**config.mk**
```make
export PLATFORM = sky130hd
export DESIGN_NAME = decade_seq_ctrl
export DESIGN_NICKNAME = d
export VERILOG_FILES = /design/src/rtl/decade_pkg.sv /design/src/rtl/decade_digit.sv /design/src/rtl/decade_seq_ctrl.sv
export SDC_FILE = /design/constraint.sdc
export NUM_CORES = 1
export LEC_CHECK = 0
export CORE_UTILIZATION = 45
export CTS_CLUSTER_DIAMETER = 100
export DETAILED_ROUTE_END_ITERATION = 8
export PLACE_DENSITY = 0.69
export SETUP_SLACK_MARGIN = 0.15
export SKIP_CTS_REPAIR_TIMING = 1
export SYNTH_ARGS = -nofsm -noshare
export SYNTH_HDL_FRONTEND = slang
export SYNTH_SLANG_ARGS = --single-unit
export TNS_END_PERCENT = 1
```
**constraint.sdc**
```tcl
create_clock -name i_clk -period 3.05 [get_ports i_clk]
set_input_delay 0.61 -clock i_clk [delete_from_list [all_inputs] [get_ports i_clk]]
set_output_delay 0.61 -clock i_clk [all_outputs]
set_load 0.01 [all_outputs]
```
**src/rtl/decade_pkg.sv**
```systemverilog
// Shared types and constants for the decade counter sequencing controller.
// Holds the FSM states, command opcodes and BCD digit helpers.
package decade_pkg;

    localparam int DIGIT_W = 4;
    localparam logic [DIGIT_W-1:0] DIGIT_MAX = 4'd9;

    typedef enum logic [1:0] {
        ST_IDLE  = 2'd0,
        ST_RUN   = 2'd1,
        ST_PAUSE = 2'd2,
        ST_DONE  = 2'd3
    } state_t;

    typedef enum logic [1:0] {
        OP_CLEAR = 2'd0,
        OP_LOAD  = 2'd1,
        OP_START = 2'd2,
        OP_RSVD  = 2'd3
    } cmd_op_t;

    function automatic logic digit_ok(input logic [DIGIT_W-1:0] d);
        return (d <= DIGIT_MAX);
    endfunction

endpackage

```
**src/rtl/decade_digit.sv**
```systemverilog
// One BCD decade: 4-bit register that counts 0..9 and flags its rollover.
module decade_digit
    import decade_pkg::*;
(
    input  logic               i_clk,
    input  logic               i_rst,
    input  logic               i_clr,
    input  logic               i_inc_in,
    output logic [DIGIT_W-1:0] o_q,
    output logic               o_carry_out
);

    logic [DIGIT_W-1:0] r_q;

    // Digit register: clear has priority over increment; 9 rolls to 0.
    always_ff @(posedge i_clk or posedge i_rst) begin
        if (i_rst) begin
            r_q <= 4'd0;
        end else if (i_clr) begin
            r_q <= 4'd0;
        end else if (i_inc_in) begin
            r_q <= (r_q == DIGIT_MAX) ? 4'd0 : r_q + 4'd1;
        end
    end

    assign o_q         = r_q;
    assign o_carry_out = i_inc_in && (r_q == DIGIT_MAX);

endmodule

```
**src/rtl/decade_seq_ctrl.sv**
```systemverilog
// Command-driven sequencer for a chain of BCD decades: counts input events
// up to a programmable BCD target and reports done, wrap and bad-load events.
module decade_seq_ctrl
    import decade_pkg::*;
#(
    parameter int DIGITS = 4
) (
    input  logic                      i_clk,
    input  logic                      i_rst,
    input  logic                      i_cmd_valid,
    output logic                      o_cmd_ready,
    input  logic [1:0]                i_cmd_op,
    input  logic [DIGIT_W*DIGITS-1:0] i_cmd_data,
    input  logic                      i_stop,
    input  logic                      i_in,
    output logic [DIGIT_W*DIGITS-1:0] o_count,
    output logic                      o_busy,
    output logic                      o_done,
    output logic                      o_done_pulse,
    output logic                      o_wrap,
    output logic                      o_err
);

    localparam int CW = DIGIT_W * DIGITS;

    state_t          r_state;
    state_t          w_state_nx;
    logic [CW-1:0]   r_target;
    logic [CW-1:0]   w_count;
    logic [CW-1:0]   w_count_nx;
    logic [DIGITS-1:0] w_is9;
    logic [DIGITS-1:0] w_inc_in;
    logic [DIGITS-1:0] w_carry;
    logic            w_inc;
    logic            w_clr;
    logic            w_load;
    logic            w_err;
    logic            w_cmd_acc;
    logic            w_data_ok;
    logic            r_busy;
    logic            r_done;
    logic            r_done_pulse;
    logic            r_wrap;
    logic            r_err;

    assign o_cmd_ready = (r_state != ST_RUN);
    assign w_cmd_acc   = i_cmd_valid && o_cmd_ready;
    assign w_inc       = (r_state == ST_RUN) && !i_stop && i_in;

    // Increment enables look ahead over registered digits, so no comb path
    // runs through the carry outputs; carries still mark each digit's rollover.
    for (genvar g = 0; g < DIGITS; g++) begin : g_dig
        assign w_is9[g] = (w_count[g*DIGIT_W +: DIGIT_W] == DIGIT_MAX);
        if (g == 0) begin : g_first
            assign w_inc_in[g] = w_inc;
        end else begin : g_rest
            assign w_inc_in[g] = w_inc && (&w_is9[g-1:0]);
        end
        assign w_count_nx[g*DIGIT_W +: DIGIT_W] =
            !w_inc_in[g] ? w_count[g*DIGIT_W +: DIGIT_W] :
            w_carry[g]   ? 4'd0 : w_count[g*DIGIT_W +: DIGIT_W] + 4'd1;

        decade_digit u_digit (
            .i_clk       (i_clk),
            .i_rst       (i_rst),
            .i_clr       (w_clr),
            .i_inc_in    (w_inc_in[g]),
            .o_q         (w_count[g*DIGIT_W +: DIGIT_W]),
            .o_carry_out (w_carry[g])
        );
    end

    // LOAD payload is accepted only if every nibble is a legal BCD digit.
    always_comb begin
        w_data_ok = 1'b1;
        for (int i = 0; i < DIGITS; i++) begin
            w_data_ok = w_data_ok && digit_ok(i_cmd_data[i*DIGIT_W +: DIGIT_W]);
        end
    end

    // State register.
    always_ff @(posedge i_clk or posedge i_rst) begin
        if (i_rst) begin
            r_state <= ST_IDLE;
        end else begin
            r_state <= w_state_nx;
        end
    end

    // Next-state decode and datapath controls.
    always_comb begin
        w_state_nx = r_state;
        w_clr      = 1'b0;
        w_load     = 1'b0;
        w_err      = 1'b0;
        case (r_state)
            ST_RUN: begin
                if (i_stop) begin
                    w_state_nx = ST_PAUSE;
                end else if (w_inc && (w_count_nx == r_target)) begin
                    w_state_nx = ST_DONE;
                end else begin
                    w_state_nx = ST_RUN;
                end
            end
            ST_IDLE, ST_PAUSE, ST_DONE: begin
                if (w_cmd_acc) begin
                    case (i_cmd_op)
                        OP_CLEAR: begin
                            w_clr      = 1'b1;
                            w_state_nx = ST_IDLE;
                        end
                        OP_LOAD: begin
                            w_load = w_data_ok;
                            w_err  = !w_data_ok;
                            if (w_data_ok && (r_state == ST_DONE)) begin
                                w_state_nx = ST_IDLE;
                            end else begin
                                w_state_nx = r_state;
                            end
                        end
                        OP_START: begin
                            if (r_state == ST_DONE) begin
                                w_clr      = 1'b1;
                                w_state_nx = ST_RUN;
                            end else if ((r_state == ST_IDLE) && (w_count == r_target)) begin
                                w_state_nx = ST_DONE;
                            end else begin
                                w_state_nx = ST_RUN;
                            end
                        end
                        default: w_state_nx = r_state;
                    endcase
                end else begin
                    w_state_nx = r_state;
                end
            end
            default: w_state_nx = ST_IDLE;
        endcase
    end

    // Target register; resets to the all-nines value.
    always_ff @(posedge i_clk or posedge i_rst) begin
        if (i_rst) begin
            r_target <= {DIGITS{4'd9}};
        end else if (w_load) begin
            r_target <= i_cmd_data;
        end
    end

    // Registered status and pulses, aligned with the edge that updates count.
    always_ff @(posedge i_clk or posedge i_rst) begin
        if (i_rst) begin
            r_busy       <= 1'b0;
            r_done       <= 1'b0;
            r_done_pulse <= 1'b0;
            r_wrap       <= 1'b0;
            r_err        <= 1'b0;
        end else begin
            r_busy       <= (w_state_nx == ST_RUN);
            r_done       <= (w_state_nx == ST_DONE);
            r_done_pulse <= (w_state_nx == ST_DONE) && (r_state != ST_DONE);
            r_wrap       <= w_carry[DIGITS-1];
            r_err        <= w_err;
        end
    end

    assign o_count      = w_count;
    assign o_busy       = r_busy;
    assign o_done       = r_done;
    assign o_done_pulse = r_done_pulse;
    assign o_wrap       = r_wrap;
    assign o_err        = r_err;

endmodule

```
# Word level (Yosys, flattened, before mapping)
# Cells that the tools add are included.
[word_totals]
ff_bits = 39
in_bits = 23
output_inout_bits = 22
[classes]
n_addsub = 4
magnitude_cmp = 4
eq_ne = 15
mux = 38
reduce_logical = 27
[ops]
columns = ["operator", "count"]
rows = [
  ["$mux 4", 20],
  ["$eq 16x16->1", 2],
  ["$add 4x1->4 const B", 4],
  ["$eq 4x4->1 const B", 4],
  ["$le 4x4->1 const B", 4],
  ["$logic_and 1x1->1", 16],
  ["$mux 2", 6],
  ["$mux 1", 9],
  ["$eq 2x2->1 const B", 4],
  ["$reduce_bool 2->1", 4],
  ["$eq 2x1->1 const B", 3],
  ["$pmux 2 s3", 1],
  ["$logic_not 2->1", 2],
  ["$pmux 2 s2", 1],
  ["$reduce_and 3->1", 1],
  ["$reduce_or 3->1", 1],
  ["$logic_not 1->1", 2],
  ["$ne 2x1->1 const B", 1],
  ["$ne 2x2->1 const B", 1],
  ["$pmux 1 s2", 1],
  ["$reduce_and 2->1", 1],
]

# Longest topological paths before layout
# Gate-level depths: netlist (run 1).
[depth]
ltp_word = 14
depth_mapped = 11

# Hierarchy
# Synthesis (run 1) repeated with hierarchy kept, for this count alone.
[hier_totals]
hier_cells = 339
area_unflattened_um2 = 3045.4
[by_module_without_submodules]
columns = ["module", "n_inst", "cells_per_inst", "area_each_um2"]
rows = [
  ["decade_seq_ctrl", 1, 231, 2069.5],
  ["decade_digit", 4, 27, 244.0],
]

# Worst setup path before layout (run 1)
# Ideal clock, no wire load.
[synth_timing]
kind = "input port to flip-flop"
start = "input port i_stop"
end = "register r_busy (netlist: o_busy)"
arrival_ps = 2587
slack_ps = 345
path_stages = 9
path_buffers = 1
cell_sequence = "nand4bb_4 > buf_6 > nor4_2 > mux2i_2 > xnor2_1 > a2111o_1 > nor4b_4 > nor3_2 > o21a_1"
[synth_via]
elab_chain_cells = 13
word_cells_on_any_way = 23
[synth_rtl]
columns = ["item", "line", "rtl"]
rows = [
  ["from (decl)", "decade_seq_ctrl.sv:14", "input logic i_stop,"],
  ["$logic_not 1->1", "decade_seq_ctrl.sv:48", "assign w_inc = (r_state == ST_RUN) && !i_stop && i_in;"],
  ["$logic_and 1x1->1 (2 in series)", "decade_seq_ctrl.sv:48", ""],
  ["$logic_and 1x1->1, on equally long branches", "decade_digit.sv:27, decade_seq_ctrl.sv:57", ""],
  ["$logic_and 1x1->1", "decade_digit.sv:27", "assign o_carry_out = i_inc_in && (r_q == DIGIT_MAX);"],
  ["$mux 4", "decade_seq_ctrl.sv:61", "w_carry[g] ? 4'd0 : w_count[g*DIGIT_W +: DIGIT_W] + 4'd1;"],
  ["$mux 4", "decade_seq_ctrl.sv:60", "!w_inc_in[g] ? w_count[g*DIGIT_W +: DIGIT_W] :"],
  ["$eq 16x16->1", "decade_seq_ctrl.sv:100", "end else if (w_inc && (w_count_nx == r_target)) begin"],
  ["$logic_and 1x1->1", "decade_seq_ctrl.sv:100", ""],
  ["$mux 2", "decade_seq_ctrl.sv:100", ""],
  ["$mux 2 (*)", "decade_seq_ctrl.sv:98", "if (i_stop) begin"],
  ["$pmux 2 s2 (*)", "decade_seq_ctrl.sv:96", "case (r_state)"],
  ["$eq 2x1->1 (*)", "decade_seq_ctrl.sv:160", "r_busy <= (w_state_nx == ST_RUN);"],
  ["to (signal assigned)", "decade_seq_ctrl.sv:160", ""],
  ["to (decl)", "decade_seq_ctrl.sv:40", "logic r_busy;"],
]
# Mark *: on every way between the ends. The rest lies on a longest branch, timed or not.
# A chain may end at the register's enable or synchronous reset.

# Worst setup path after layout (run 1)
[layout_timing]
start = "input port i_in"
end = "register r_busy (netlist: o_busy)"
[layout_via]
elab_chain_cells = 11
word_cells_on_any_way = 21
[layout_rtl]
columns = ["item", "line", "rtl"]
rows = [
  ["from (decl)", "decade_seq_ctrl.sv:15", "input logic i_in,"],
  ["$logic_and 1x1->1 (*)", "decade_seq_ctrl.sv:48", ""],
  ["$logic_and 1x1->1, on equally long branches", "decade_digit.sv:27, decade_seq_ctrl.sv:57", ""],
  ["$logic_and 1x1->1", "decade_digit.sv:27", ""],
  ["$mux 4", "decade_seq_ctrl.sv:61", ""],
  ["$mux 4", "decade_seq_ctrl.sv:60", ""],
  ["$eq 16x16->1", "decade_seq_ctrl.sv:100", ""],
  ["$logic_and 1x1->1 (*)", "decade_seq_ctrl.sv:100", ""],
  ["$mux 2 (*)", "decade_seq_ctrl.sv:100", ""],
  ["$mux 2 (*)", "decade_seq_ctrl.sv:98", ""],
  ["$pmux 2 s2 (*)", "decade_seq_ctrl.sv:96", ""],
  ["$eq 2x1->1 (*)", "decade_seq_ctrl.sv:160", ""],
]
# Marks and branches as above.

==> results of run 1 <==
==> power by group <==
group	internal, mW	switching (mW)	total [mW]
combinational	0.378	0.333	0.711
sequential	0.663	0.168	0.831
clock	0.327	0.189	0.516
==> metrics by stage <==
step	power [mW]	hold slack [ps]
after floorplan	1.23	519
after global placement	1.49	560
after detailed placement	1.51	589
after CTS	2.03	607
after global routing	2.18	648
final	2.06	611
==> sequential cells by signal, summed over array words and instances (netlist names) <==
register	count
o_busy	1
g_dig.u_digit.o_q	16
o_err	1
o_done_pulse	1
o_wrap	1
r_target	16
r_state	2
o_done	1
==> final cells by class <==
cell class | instances | area (um^2) | area share, %
timing repair buffer | 74 | 676 | 19.1
inverter | 12 | 45.0 | 1.27
clock buffer | 6 | 72.6 | 2.05
multi-input combinational | 210 | 1610 | 45.4
sequential | 39 | 986 | 27.9
clock inverter | 2 | 60.1 | 1.70
tap | 72 | 90.1 | 2.55
==> kinds of logic after synthesis <==
logic type | Yosys count
XOR/XNOR | 26
buffers and inverters | 25
multiplexers | 23
AND/OR/NAND/NOR | 98
AO/OA/AOI/OAI | 54
flip-flops | 39
adder cells (fa/ha/maj) | 8
==> critical path: stages <==
cell	delay (ps)
clkdlybuf4s50_1	520
nand4bb_4	160
buf_8	170
nor3_4	250
or2b_1	170
xnor2_1	90
a2111o_1	410
nor4b_4	330
nor3_2	80
o21a_1	170
==> routing by layer <==
layer	global-route usage (%)	vias up	share of wire [%]
li1	-	1123	-
met1	35.2	1177	45
met2	40.8	78	48
met3	4.25	10	4.5
met4	7.22	0	2.1
met5	0	-	0
==> worst min path at each step <==
stage / startpoint / to / slack (ps) / cells past startpoint
floorplan: r_target[11]$_DFFE_PP1P_ / r_target[11]$_DFFE_PP1P_ / 520 / 2
global placement: r_target[5]$_DFFE_PP0P_ / r_target[5]$_DFFE_PP0P_ / 560 / 1
detailed placement: r_target[5]$_DFFE_PP0P_ / r_target[5]$_DFFE_PP0P_ / 590 / 1
CTS: r_target[5]$_DFFE_PP0P_ / r_target[5]$_DFFE_PP0P_ / 610 / 1
global route: r_target[5]$_DFFE_PP0P_ / r_target[5]$_DFFE_PP0P_ / 650 / 1
finish: r_target[6]$_DFFE_PP0P_ / r_target[6]$_DFFE_PP0P_ / 610 / 1
==> Yosys cell counts, types with 7 or more instances <==
cell	number	area share (%)
dfrtp_1	31	29
nor2_1	30	4.2
a21oi_1	18	3.4
xor2_1	17	5.6
mux2_2	16	6.8
o21ai_0	13	2.5
inv_1	12	1.7
nand3_1	9	1.7
xnor2_1	9	3.0
dfstp_2	8	7.9
ha_1	8	3.8
nand2_1	7	0.99
==> impl_results.rst, run 1 <==
.. list-table::
   :header-rows: 1

   * - Metric
     - Value
   * - DIE WIDTH
     - 78.8 um
   * - Critical path capture point type
     - flip-flop
   * - Global-route wire length before repair
     - 11800 um
   * - Full die area
     - roughly 6200 um^2
   * - MaxCap Viol Count
     - 0
   * - Root buffer selected by CTS
     - clkbuf_8
   * - Worst Slack Setup Final
     - 274 ps
   * - Adder and majority gate portion of the synthesized area
     - 3.77%
   * - Number of vias in the routed layout
     - 2388
   * - Leading cell type in the layout, fill and taps excluded
     - clkdlybuf4s50_1
   * - Flip-flop and latch count after synthesis
     - 39
   * - DIE HEIGHT
     - 78.8 um
   * - Final TNS setup
     - 0 ps
   * - Number of global-route vias before repair
     - 2267
   * - Net count after synthesis
     - roughly 300
   * - Max-Slew Margin vs Limit
     - 63.1%
   * - Total Routing Usage GR
     - approximately 25%
   * - Number of CTS-inserted buffers
     - 5
   * - Fraction of layout instances using a drive strength above 1
     - 22.7%
   * - Number of warnings reported in the yosys synthesis log
     - 0
   * - RD Place Congestion
     - 0.945
   * - Slew Limit Fails
     - 0
   * - Sequential share of the synthesized area
     - 37.2%
   * - Arr. time, crit path
     - around 3000 ps
   * - Area fraction in compound gates after synthesis
     - about an eighth
   * - Synthesized-area fraction occupied by and/or/nand/nor cells
     - 23.5%
   * - Share of synthesized area spent on multiplexers
     - a little under a tenth
   * - Core region area
     - 5610 um^2
   * - Parity-gate share of the synthesized area counting xor and xnor cells
     - 8.58%
   * - Share of synthesized registers carrying an async set or reset
     - 100%
   * - Setup crit start
     - i_in
   * - Start-to-end type of the worst setup path
     - in2reg
   * - Highest ir drop seen on vdd
     - 0.335 mV
   * - Final antenna diode count
     - 0
   * - Routed wire per std cell
     - 17.3 um
   * - Per-instance average area after synthesis
     - 9.72 um^2
   * - Largest family of logic cells by synthesized area
     - simple AND/OR/NAND/NOR gates
   * - Worst-margin pin slew
     - 548 ps
   * - Portion of the clock cycle consumed by the worst path in the final layout
     - 91.0%
   * - Number of fill cells
     - 500
   * - Number of remaining DRC errors
     - 0
   * - Maximum number of pins on one net before global-route repair
     - 40
   * - Number of cells on the worst reg-to-reg path
     - 11
   * - Type of the tightest min-delay check
     - reg2reg
   * - Required time worst endpoint
     - 3240 ps
   * - Post-synthesis instance total
     - 273
   * - Pre-CTS setup slack
     - -108 ps
   * - Element type at the critical path start
     - input pin
   * - Reg-to-reg critical path endpoint
     - o_busy$_DFF_PP0_
   * - Final setup violation count
     - 0
   * - Power density over cell area
     - 582 nW/um^2
   * - Unique cell type count in the Yosys netlist
     - 61
   * - Post-layout util
     - 63.0%
   * - Starting utilization of the core area
     - 47.3%
   * - Post-Route WL
     - 7180 um
   * - Number of levels in the clock H-tree
     - 2
   * - # rows
     - 27
   * - Vias per std cell
     - between 5 and 6
   * - Top library cells by usage in the layout, fill and taps aside
     - 43 x clkdlybuf4s50_1, 31 x dfrtp_1, 30 x nor2_1, 29 x buf_4, 18 x a21oi_1
   * - Count of antenna-violating nets left after detailed routing
     - 0
   * - Post-DP HPWL
     - 5300 um
   * - Buffers added on ports
     - 44
   * - Setup repair after global routing missed its margin
     - no
   * - Most instantiated flip-flop cell in the synthesis netlist
     - dfrtp_1
   * - Worst setup path endpoint
     - o_busy$_DFF_PP0_
   * - TritonCTS clock tree
     - built
   * - Net count of the finished layout
     - 373
   * - Static Leakage
     - about 1.6 nW
   * - Count of final hold-check violations
     - 0
   * - Clock insertion delay at the later pin of the skew report
     - 300 ps
   * - Setup clock skew after layout
     - roughly 3.6 ps
   * - Minimum clock period after layout
     - 2780 ps
   * - Cell Count, Final, Fillers Out
     - 415
   * - CTS max path bufs
     - 2
   * - Area overhead of the layout relative to synthesis
     - 33.3%
   * - F_max
     - 360 MHz
   * - Maximum fanout along the worst path
     - 7
   * - Area of all placed cells without fillers
     - approximately 3500 um^2
   * - Placed Instances
     - 400
   * - Number of enable-type register cells in the synthesized netlist
     - 0
   * - Ports placed on the boundary
     - 45
   * - GRT overflow
     - 0
   * - First-pass iteration count of the detailed router
     - 4
   * - Worst R2R Setup Slack
     - roughly 320 ps
   * - Placement Cell Area
     - 3290 um^2
   * - Antenna violations before repair
     - 0
   * - Clock-pin transition on the worst setup and hold timing paths
     - 80 ps
   * - Status
     - finished clean
   * - Netlist area before placement
     - 2650 um^2
   * - Source of the worst register-to-register timing path
     - g_dig[0].u_digit.o_q[1]$_DFFE_PP0P_
   * - Detailed router's first-iteration violation count
     - 212
   * - Sink Count
     - 39
Power figures use the tool's default switching activity.
==> run 2: changes to the inputs <==
--- a/config.mk
+++ b/config.mk
@@ -5,6 +5,7 @@
 export SDC_FILE = /design/constraint.sdc
 export NUM_CORES = 1
 export LEC_CHECK = 0
+export CAP_MARGIN = 20
 export CORE_UTILIZATION = 45
 export CTS_CLUSTER_DIAMETER = 100
 export DETAILED_ROUTE_END_ITERATION = 8
==> results of run 2 <==
The final DEF is identical to that of run 1; final timing and power are the same.
